===== src/rtl/imem_boot_loader_pkg.sv =====
// imem_boot_loader_pkg
// Shared types and constants for the instruction-memory boot loader.
//   state_t     : loader sequencing states
//   depth_words : instruction-memory depth in words for a given byte-address width
//   NOP_INSTR   : filler instruction (addi x0,x0,0) for the core side
package imem_boot_loader_pkg;

    typedef enum logic [2:0] {
        IDLE  = 3'd0,
        LEN   = 3'd1,
        DATA  = 3'd2,
        CHECK = 3'd3,
        DONE  = 3'd4,
        ERR   = 3'd5
    } state_t;

    localparam int DEF_INS_ADDRESS = 9;

    // Word depth of a memory addressed with ins_address byte-address bits.
    function automatic int depth_words(input int ins_address);
        return 32'sd1 << (ins_address - 32'sd2);
    endfunction

    localparam int DEPTH = depth_words(DEF_INS_ADDRESS);

    localparam logic [31:0] NOP_INSTR = 32'h0000_0013;

endpackage


===== src/rtl/imem_xor_checksum.sv =====
// imem_xor_checksum
// Running XOR accumulator over the program image data words.
//   clk, reset : clock and synchronous active-high reset
//   clear      : zero the accumulator (takes priority over enable)
//   enable     : fold data into the accumulator this cycle
//   data       : word to fold in
//   csum       : current running XOR
module imem_xor_checksum #(
    parameter int W = 32
) (
    input  logic         clk,
    input  logic         reset,
    input  logic         clear,
    input  logic         enable,
    input  logic [W-1:0] data,
    output logic [W-1:0] csum
);

    // accumulate XOR of accepted data words
    always_ff @(posedge clk) begin
        if (reset) begin
            csum <= {W{1'b0}};
        end else if (clear) begin
            csum <= {W{1'b0}};
        end else if (enable) begin
            csum <= csum ^ data;
        end else begin
            csum <= csum;
        end
    end

endmodule


===== src/rtl/imem_boot_loader.sv =====
// imem_boot_loader
// Loads a program image (length word, N data words, XOR checksum word) from a
// valid/ready stream into instruction memory, keeping the core in reset until
// a good image has been written.
//   clk, reset     : clock, synchronous active-high reset
//   start          : one-cycle pulse, begins a load from IDLE, DONE or ERR
//   s_valid/s_ready/s_data : input word stream
//   mem_we/mem_wa/mem_wd   : instruction-memory write port (byte address)
//   core_reset     : holds the core and PC in reset
//   busy/done/error: load status
//   words_loaded   : data words written in the current load
module imem_boot_loader
    import imem_boot_loader_pkg::*;
#(
    parameter int INS_ADDRESS = 9,
    parameter int INS_W       = 32
) (
    input  logic                   clk,
    input  logic                   reset,
    input  logic                   start,
    input  logic                   s_valid,
    input  logic [INS_W-1:0]       s_data,
    output logic                   s_ready,
    output logic                   mem_we,
    output logic [INS_ADDRESS-1:0] mem_wa,
    output logic [INS_W-1:0]       mem_wd,
    output logic                   core_reset,
    output logic                   busy,
    output logic                   done,
    output logic                   error,
    output logic [INS_ADDRESS-2:0] words_loaded
);

    localparam int MEM_DEPTH = depth_words(INS_ADDRESS);
    localparam int IW        = INS_ADDRESS - 2;   // word-index width

    state_t           state_r;
    logic [IW:0]      len_r;     // one bit wider than idx so DEPTH fits
    logic [IW-1:0]    idx_r;
    logic [INS_W-1:0] csum_s;
    logic             xfer_s;
    logic             len_bad_s;
    logic             last_data_s;
    logic             csum_clear_s;
    logic             csum_en_s;

    assign xfer_s       = s_valid && s_ready;
    assign len_bad_s    = (s_data == {INS_W{1'b0}}) || (s_data > INS_W'(MEM_DEPTH));
    assign last_data_s  = ({1'b0, idx_r} == (len_r - {{IW{1'b0}}, 1'b1}));
    assign csum_clear_s = (state_r == LEN) && xfer_s;
    assign csum_en_s    = (state_r == DATA) && xfer_s;

    imem_xor_checksum #(
        .W (INS_W)
    ) u_csum (
        .clk    (clk),
        .reset  (reset),
        .clear  (csum_clear_s),
        .enable (csum_en_s),
        .data   (s_data),
        .csum   (csum_s)
    );

    // load sequencer with registered stream, write-port and status outputs
    always_ff @(posedge clk) begin
        if (reset) begin
            state_r      <= IDLE;
            s_ready      <= 1'b0;
            mem_we       <= 1'b0;
            mem_wa       <= {INS_ADDRESS{1'b0}};
            mem_wd       <= {INS_W{1'b0}};
            core_reset   <= 1'b1;
            busy         <= 1'b0;
            done         <= 1'b0;
            error        <= 1'b0;
            words_loaded <= {(INS_ADDRESS-1){1'b0}};
            len_r        <= {(IW+1){1'b0}};
            idx_r        <= {IW{1'b0}};
        end else begin
            // write enable is a single-cycle pulse after each data transfer
            mem_we <= 1'b0;
            case (state_r)
                IDLE, DONE, ERR: begin
                    if (start) begin
                        // core goes back into reset before any write can occur
                        state_r      <= LEN;
                        s_ready      <= 1'b1;
                        busy         <= 1'b1;
                        done         <= 1'b0;
                        error        <= 1'b0;
                        core_reset   <= 1'b1;
                        words_loaded <= {(INS_ADDRESS-1){1'b0}};
                    end
                end
                LEN: begin
                    if (xfer_s) begin
                        if (len_bad_s) begin
                            state_r <= ERR;
                            s_ready <= 1'b0;
                            busy    <= 1'b0;
                            error   <= 1'b1;
                        end else begin
                            len_r   <= s_data[IW:0];
                            idx_r   <= {IW{1'b0}};
                            state_r <= DATA;
                        end
                    end
                end
                DATA: begin
                    if (xfer_s) begin
                        mem_we       <= 1'b1;
                        mem_wa       <= {idx_r, 2'b00};
                        mem_wd       <= s_data;
                        idx_r        <= idx_r + {{(IW-1){1'b0}}, 1'b1};
                        words_loaded <= words_loaded + {{(INS_ADDRESS-2){1'b0}}, 1'b1};
                        if (last_data_s) begin
                            state_r <= CHECK;
                        end
                    end
                end
                CHECK: begin
                    if (xfer_s) begin
                        s_ready <= 1'b0;
                        busy    <= 1'b0;
                        if (s_data == csum_s) begin
                            state_r    <= DONE;
                            done       <= 1'b1;
                            core_reset <= 1'b0;
                        end else begin
                            state_r <= ERR;
                            error   <= 1'b1;
                        end
                    end
                end
                default: begin
                    state_r    <= IDLE;
                    s_ready    <= 1'b0;
                    busy       <= 1'b0;
                    core_reset <= 1'b1;
                end
            endcase
        end
    end

endmodule


===== config.mk =====
export PLATFORM = sky130hd
export DESIGN_NAME = imem_boot_loader
export DESIGN_NICKNAME = d
export VERILOG_FILES = /design/src/rtl/imem_boot_loader_pkg.sv /design/src/rtl/imem_xor_checksum.sv /design/src/rtl/imem_boot_loader.sv
export SDC_FILE = /design/constraint.sdc
export NUM_CORES = 1
export LEC_CHECK = 0
export ABC_AREA = 1
export CORE_MARGIN = 1.5
export CORE_UTILIZATION = 40
export CTS_CLUSTER_SIZE = 24
export DETAILED_ROUTE_END_ITERATION = 16
export SLEW_MARGIN = 0
export SYNTH_ARGS = -nofsm -noshare
export SYNTH_HDL_FRONTEND = slang
export SYNTH_HIERARCHICAL = 1
export SYNTH_SLANG_ARGS = --single-unit
export TNS_END_PERCENT = 5

===== constraint.sdc =====
create_clock -name clk -period 3.95 [get_ports clk]
set_input_delay 1.185 -clock clk [delete_from_list [all_inputs] [get_ports clk]]
set_output_delay 1.185 -clock clk [all_outputs]
set_load 0.02 [all_outputs]

==> results.md, run 1 <==
* Status: completed
* Number of diodes at 0
* Setup Viol. Count Final at 0
* Relative slew slack at 0.426
* Total congestion overflow at 0
* Clk_lat worst skew at 350 ps
* FF-to-FF path depth at 6
* Yosys reg bits at 102
* Synth warn at 6
* Die Span Y at 114 µm
* Async S/R FF share, synth at 0
* Crit-path max FO at 18
* Peak VDD IR at 0.236 mV
* Multi-input gate area at 2530 µm²
* Vias per std cell at 4.93
* DRC viols at 0
* Min Tclk post-route at 2790 ps
* Util after Layout at 0.513
* Slew @ Worst Pin at 861 ps
* Count leader, synth: nand2_1
* Post-CTS Hold Buffers at 0
* Final Power at 2.63 mW
* GRT Util Overall at 0.189
* Global-route wire length before repair at 19700 µm
* Synth Area per Inst at 7.06 µm²
* Clock Sink Count at 102
* WP data arrival at 3000 ps
* Detailed-route wire length per cell at 12.4 µm
* Max cap viols at 0
* H-tree depth at 3
* EDFF count, synth at 0
* Row count at 40
* Crit path kind: in2reg
* RSZ-0062 raised after global routing: false
* Via count at 4665
* CTS tree: done
* Die ar. at 13100 µm²
* Hold Slack at 454 ps
* Vias in the first global route at 4357
* CTS resizes at 0
* Worst Min Path Start: core_reset
* Layout Nets at 814
* Pwr Density at 426 nW/µm²
* Global placer's final weighted congestion at 0.898
* Worst hold endpoint: core_reset
* Req. time, crit path at 4160 ps
* IO Pins at 91
* Starting DRC count in detailed routing at 280
* IO buf count at 88
* Largest net degree at the start of global routing at 93
* Final Hold Vio Count at 0
* Primary FF master, synth: dfxtp_1
* Initial Util at 0.411
* CTS Buf Count at 9
* Post-route ant nets at 0
* Area grow syn2layout at 24.7%
* Total Routed Length at 11700 µm
* Initial antenna violation count at 0
* Clock Skews at 4.68 ps
* Postcts setup bufs at 0
* Fmax achieved at 358 MHz
* Sequential Area at 2040 µm²
* Final Max Slew Viols at 0
* Register area share after synthesis at 0.412
* Synth Instances at 702
* Root Buffer: clkbuf_16
* Die width at 114 µm
* Area contributors post-synth: dfxtp_1 41%, nand2_1 11%, nor2_1 10%
* Placed instance area at 5860 µm²
* Synth top cells by count: 142 x nand2_1, 137 x nor2_1, 102 x dfxtp_1
* Core area at 12100 µm²
* Pleak at 2.48 nW
* DR pass1 iterations at 4
* Setup crit start kind: primary input
* Syn Std Cell Area at 4960 µm²
* R2R Path Start: state_r[1]
* Post-DP HPWL at 8230 µm
* Synth top area share at 0.412
* Post-route cell area at 6180 µm²
* Largest area contributor in the netlist: dfxtp_1
* Clock-pin slew on the worst setup and hold paths at 70 ps
* Setup crit end kind: flip-flop
* Fillers at 1210
* Hold Crit Class: reg2reg
* CP startpoint: s_data[21]
* Final period util at 0.707
* Share of layout cells above drive strength 1 at 0.0449
* Cells on Worst Hold Path at 2
* Flop-to-flop setup slack at 2030 ps
* Clock buffer depth at 2
* Reg2reg end: u_csum/csum[5]
* Synth cell types at 36
* Setup TNS Final at 0 ps
## registers in the layout (all words and copies together), names as in the netlist
name	flops
state_r	3
core_reset	1
u_csum/csum	32
done	1
mem_wa	7
words_loaded	8
mem_wd	32
busy	1
len_r	8
idx_r	7
error	1
mem_we	1
## cell families (layout without fill, tap and decap cells)
logic type / after synthesis / in the layout / synth area share
AOI/OAI and AO/OA: 126 / 126 / 0.130
xor gates and xnor gates: 36 / 36 / 0.0636
adders and majority gates: 3 / 3 / 0.00757
buffers and inverters: 76 / 152 / 0.0787
DFF: 102 / 102 / 0.412
other: 1 / 2 / 0.000756
and+or+nand+nor: 358 / 358 / 0.307
## report_power, final
part,internal (mW),switching [mW],total (mW),leakage (nW)
clock,0.586,0.378,0.964,0.155
sequential,1.08,0.0383,1.12,0.823
combinational,0.206,0.341,0.548,1.50
## cell usage in the layout, fill, tap and decap left out, types with 2 or more instances in the layout
cell	synthesis	layout
xor2_1	6	6
o21ai_0	51	51
clkdlybuf4s50_1	0	88
ha_1	3	3
xnor2_1	30	30
nand3_2	3	3
clkbuf_16	0	9
nor3_1	5	5
inv_2	6	6
nor2_1	137	137
clkbuf_8	0	2
dfxtp_1	102	102
conb_1	1	2
nand3_1	48	48
inv_1	40	40
nor2_4	4	4
buf_4	4	3
nand4_1	10	10
a21oi_1	69	69
nand2_1	142	142
bufinv_16	0	2
## area by class of cell
| class | count | area share |
|---|---|---|
| Clock buffer | 12 | 0.0415 |
| Multi-Input combinational cell | 525 | 0.409 |
| Tap cell | 168 | 0.0340 |
| Sequential cell | 102 | 0.330 |
| Clock inverter | 3 | 0.0109 |
| Inverter | 46 | 0.0279 |
| Timing Repair Buffer | 91 | 0.146 |
## critical path, cell delays in order
cell,delay [ps]
clkdlybuf4s50_1,490
nor2_1,140
nand2_1,80
nor2_1,130
nand2_1,110
nor2_4,130
nand3_2,310
nand2_4,210
inv_2,80
nand2_1,60
a21oi_1,70
## worst max-delay path by stage
stage | to | slack [ps] | cells after the start
after floorplan | len_r[7] | 1720 | 6
after global routing | idx_r[6] | 930 | 11
final | idx_r[1] | 1160 | 11
after detailed placement | idx_r[1] | 760 | 11
after global placement | idx_r[6] | 800 | 11
after CTS | idx_r[1] | 1120 | 11
## stage by stage
stage | setup WS [ps] | std cells
after floorplan | 1720 | 703
after global placement | 795 | 932
after detailed placement | 756 | 932
after CTS | 1120 | 947
after global routing | 930 | 947
final | 1160 | 947
## per-layer routing
layer	GRT usage	wire length, µm
met5	0	0
met4	0.0850	263
met3	0.0371	550
met2	0.321	5490
met1	0.232	5430
(Power assumes the default switching activity.)
==> inputs of run 2 (changes only) <==
--- a/config.mk
+++ b/config.mk
@@ -10,6 +10,7 @@
 export CORE_UTILIZATION = 40
 export CTS_CLUSTER_SIZE = 24
 export DETAILED_ROUTE_END_ITERATION = 16
+export PLACE_DENSITY = 0.66
 export SLEW_MARGIN = 0
 export SYNTH_ARGS = -nofsm -noshare
 export SYNTH_HDL_FRONTEND = slang
==> constraint.sdc (replaced) <==
create_clock -name clk -period 2.5 [get_ports clk]
set_input_delay 0.75 -clock clk [delete_from_list [all_inputs] [get_ports clk]]
set_output_delay 0.75 -clock clk [all_outputs]
set_load 0.02 [all_outputs]
==> run 2 against run 1 <==
Compared with the run above: non-clock buffer count up 42; power up 60%; global-route usage up 0.80 points; sequential share of layout area down 1.7 points; register-to-register slack worse by 1300 ps; utilization up 2.8 points; combinational power up 68%; clock-buffer cell count down 1; sequential cell count unchanged; die area unchanged; clock skew down 1.2 ps.
==> results.md, run 2 (synthesized netlist as in run 1, its figures left out) <==
* DRC viols at 0 (unchanged)
* WP data arrival at 2460 ps (was 3000 ps)
* Final period util at 0.875
* Setup crit end kind: flip-flop (unchanged)
* Flop-to-flop setup slack at 720 ps (was 2030 ps)
* CTS tree: done (unchanged)
* Area grow syn2layout at 31.5% (was 24.7%)
* Pwr Density at 648 nW/µm² (was 426 nW/µm²)
* Slowest stage delay, CP at 620 ps (was 490 ps)
* Crit path max-delay cell type: nor2_4 (was clkdlybuf4s50_1)
* RSZ-0062 raised after global routing: false (unchanged)
* Setup Viol. Count Final at 0 (unchanged)
* Clock Skews at 3.47 ps (was 4.68 ps)
* Crit path cell chain: clkdlybuf4s50_1, nand2_2, nor3_2, buf_4, nor2_4, nand2_1, nor2_1 (was clkdlybuf4s50_1, nor2_1, nand2_1, nor2_1, nand2_1, nor2_4, nand3_2, nand2_4, inv_2, nand2_1, a21oi_1)
* DR pass1 iterations at 4 (unchanged)
* Crit-path max FO at 32 (was 18)
* Starting DRC count in detailed routing at 255 (was 280)
* Global placer's final weighted congestion at 0.869 (was 0.898)
* Layout Nets at 856 (was 814)
* Top flop regs: mem_wd (32), u_csum/csum (32) (unchanged)
* Initial antenna violation count at 0 (unchanged)
* Relative slew slack at 0.463 (was 0.426)
* Min Tclk post-route at 2190 ps
* CTS Buf Count at 9 (unchanged)
* Global-route wire length before repair at 20700 µm (was 19700 µm)
* Vias per std cell at 4.81 (was 4.93)
* Total congestion overflow at 0 (unchanged)
* Share of layout cells above drive strength 1 at 0.0950 (was 0.0449)
* Final Max Slew Viols at 0 (unchanged)
* Total Routed Length at 12200 µm (was 11700 µm)
* Die ar. at 13100 µm² (unchanged)
* Setup crit start kind: primary input (unchanged)
* CP startpoint: s_valid (was s_data[21])
* Post-route ant nets at 0 (unchanged)
* Commonest cells after routing, fill and taps aside: 142 x nand2_1, 137 x nor2_1, 102 x dfxtp_1, 88 x clkdlybuf4s50_1, 69 x a21oi_1 (unchanged)
* CP bufs+invs at 2 (unchanged)
* Slew @ Worst Pin at 804 ps (was 861 ps)
* Cell family with most CP delay: simple AND/OR/NAND/NOR gates (unchanged)
* Hold Crit Class: reg2reg (unchanged)
* Initial Util at 0.411 (unchanged)
* Final Instance Count excl. Fillers at 989 (was 947)
* Largest net degree at the start of global routing at 68 (was 93)
* H-tree depth at 3 (unchanged)
* Stages on worst setup path at 7 (was 11)
* Peak VDD IR at 0.320 mV (was 0.236 mV)
* Fmax achieved at 457 MHz
* Row count at 40 (unchanged)
* Dpl cells at 974 (was 932)
* Detailed-route wire length per cell at 12.4 µm (about the same)
* Final Hold Vio Count at 0 (unchanged)
* Clock Sink Count at 102 (unchanged)
* Root Buffer: clkbuf_16 (unchanged)
* R2R Path Start: state_r[2] (was state_r[1])
* Die Span Y at 114 µm (unchanged)
* Util after Layout at 0.541 (was 0.513)
* Setup TNS Final at 0 ps (unchanged)
* Status: completed (unchanged)
* Pleak at 2.70 nW (was 2.48 nW)
* Most common cell after layout, fill and taps aside: nand2_1 (unchanged)
* Post-DP HPWL at 8900 µm (was 8230 µm)
* Req. time, crit path at 2780 ps (was 4160 ps)
* Via count at 4759 (was 4665)
* Crit path kind: in2reg (unchanged)
* Clock buffer depth at 2 (unchanged)
* Number of diodes at 0 (unchanged)
* Core area at 12100 µm² (unchanged)
* Clock-pin slew on the worst setup and hold paths at 70 ps (about the same)
* Postcts setup bufs at 0 (unchanged)
* Fillers at 1186 (was 1210)
* Cells on Worst Hold Path at 2 (unchanged)
* Clk_lat worst skew at 350 ps (about the same)
* Worst hold endpoint: core_reset (unchanged)
* Hold Slack at 466 ps (was 454 ps)
* IO buf count at 88 (unchanged)
* Die width at 114 µm (unchanged)
* Post-CTS Hold Buffers at 0 (unchanged)
* FF-to-FF path depth at 7 (was 6)
* GRT Util Overall at 0.197 (was 0.189)
* Final Power at 4.22 mW (was 2.63 mW)
* CTS resizes at 0 (unchanged)
* Max cap viols at 0 (unchanged)
* Worst Min Path Start: core_reset (unchanged)
* Vias in the first global route at 4634 (was 4357)
* Reg2reg end: u_csum/csum[4] (was u_csum/csum[5])
* IO Pins at 91 (unchanged)
run 2: area by class of cell:
type                       instances  area [µm²]  share of cell area
tap                              168         210              0.0322
timing repair buffer             133        1240               0.191
multi-input combinational        525        2530               0.388
inverter                          46         173              0.0265
clock inverter                     4        70.1              0.0107
sequential                       102        2040               0.313
clock buffer                      11         253              0.0388
run 2: worst register-to-register path, cell delays in order, from the launching register on:
cell	delay (ps)
dfxtp_1	320
inv_2	40
nand2_1	160
nor3_2	100
buf_4	150
nor2_4	620
nand2_1	160
nor2_1	140
run 2: worst max-delay path by stage:
stage                endpoint  slack [ps]
6_report       u_csum/csum[4]         310
5_1_grt            state_r[0]         210
4_1_cts        u_csum/csum[4]         340
3_5_place_dp   u_csum/csum[4]         -20
3_3_place_gp         len_r[5]          30
2_1_floorplan        len_r[7]         710
run 2: where the power goes:
part	total [mW]	internal, mW	switching [mW]
clock	1.53	0.923	0.605
sequential	1.78	1.71	0.0621
combinational	0.920	0.369	0.551
total	4.22	3.01	1.22
run 2: stage by stage:
stage | area (µm²) | setup slack (ps)
2_1_floorplan | 4960 | 709
3_3_place_gp | 6200 | 25.4
3_5_place_dp | 6200 | -18.6
4_1_cts | 6520 | 342
5_1_grt | 6520 | 211
6_report | 6520 | 313
run 2: metal layers:
layer,vias up,share of wire,GRT usage
li1,2492,-,-
met1,2160,0.45,0.235
met2,91,0.48,0.343
met3,16,0.043,0.0418
met4,0,0.019,0.0833
met5,-,0,0
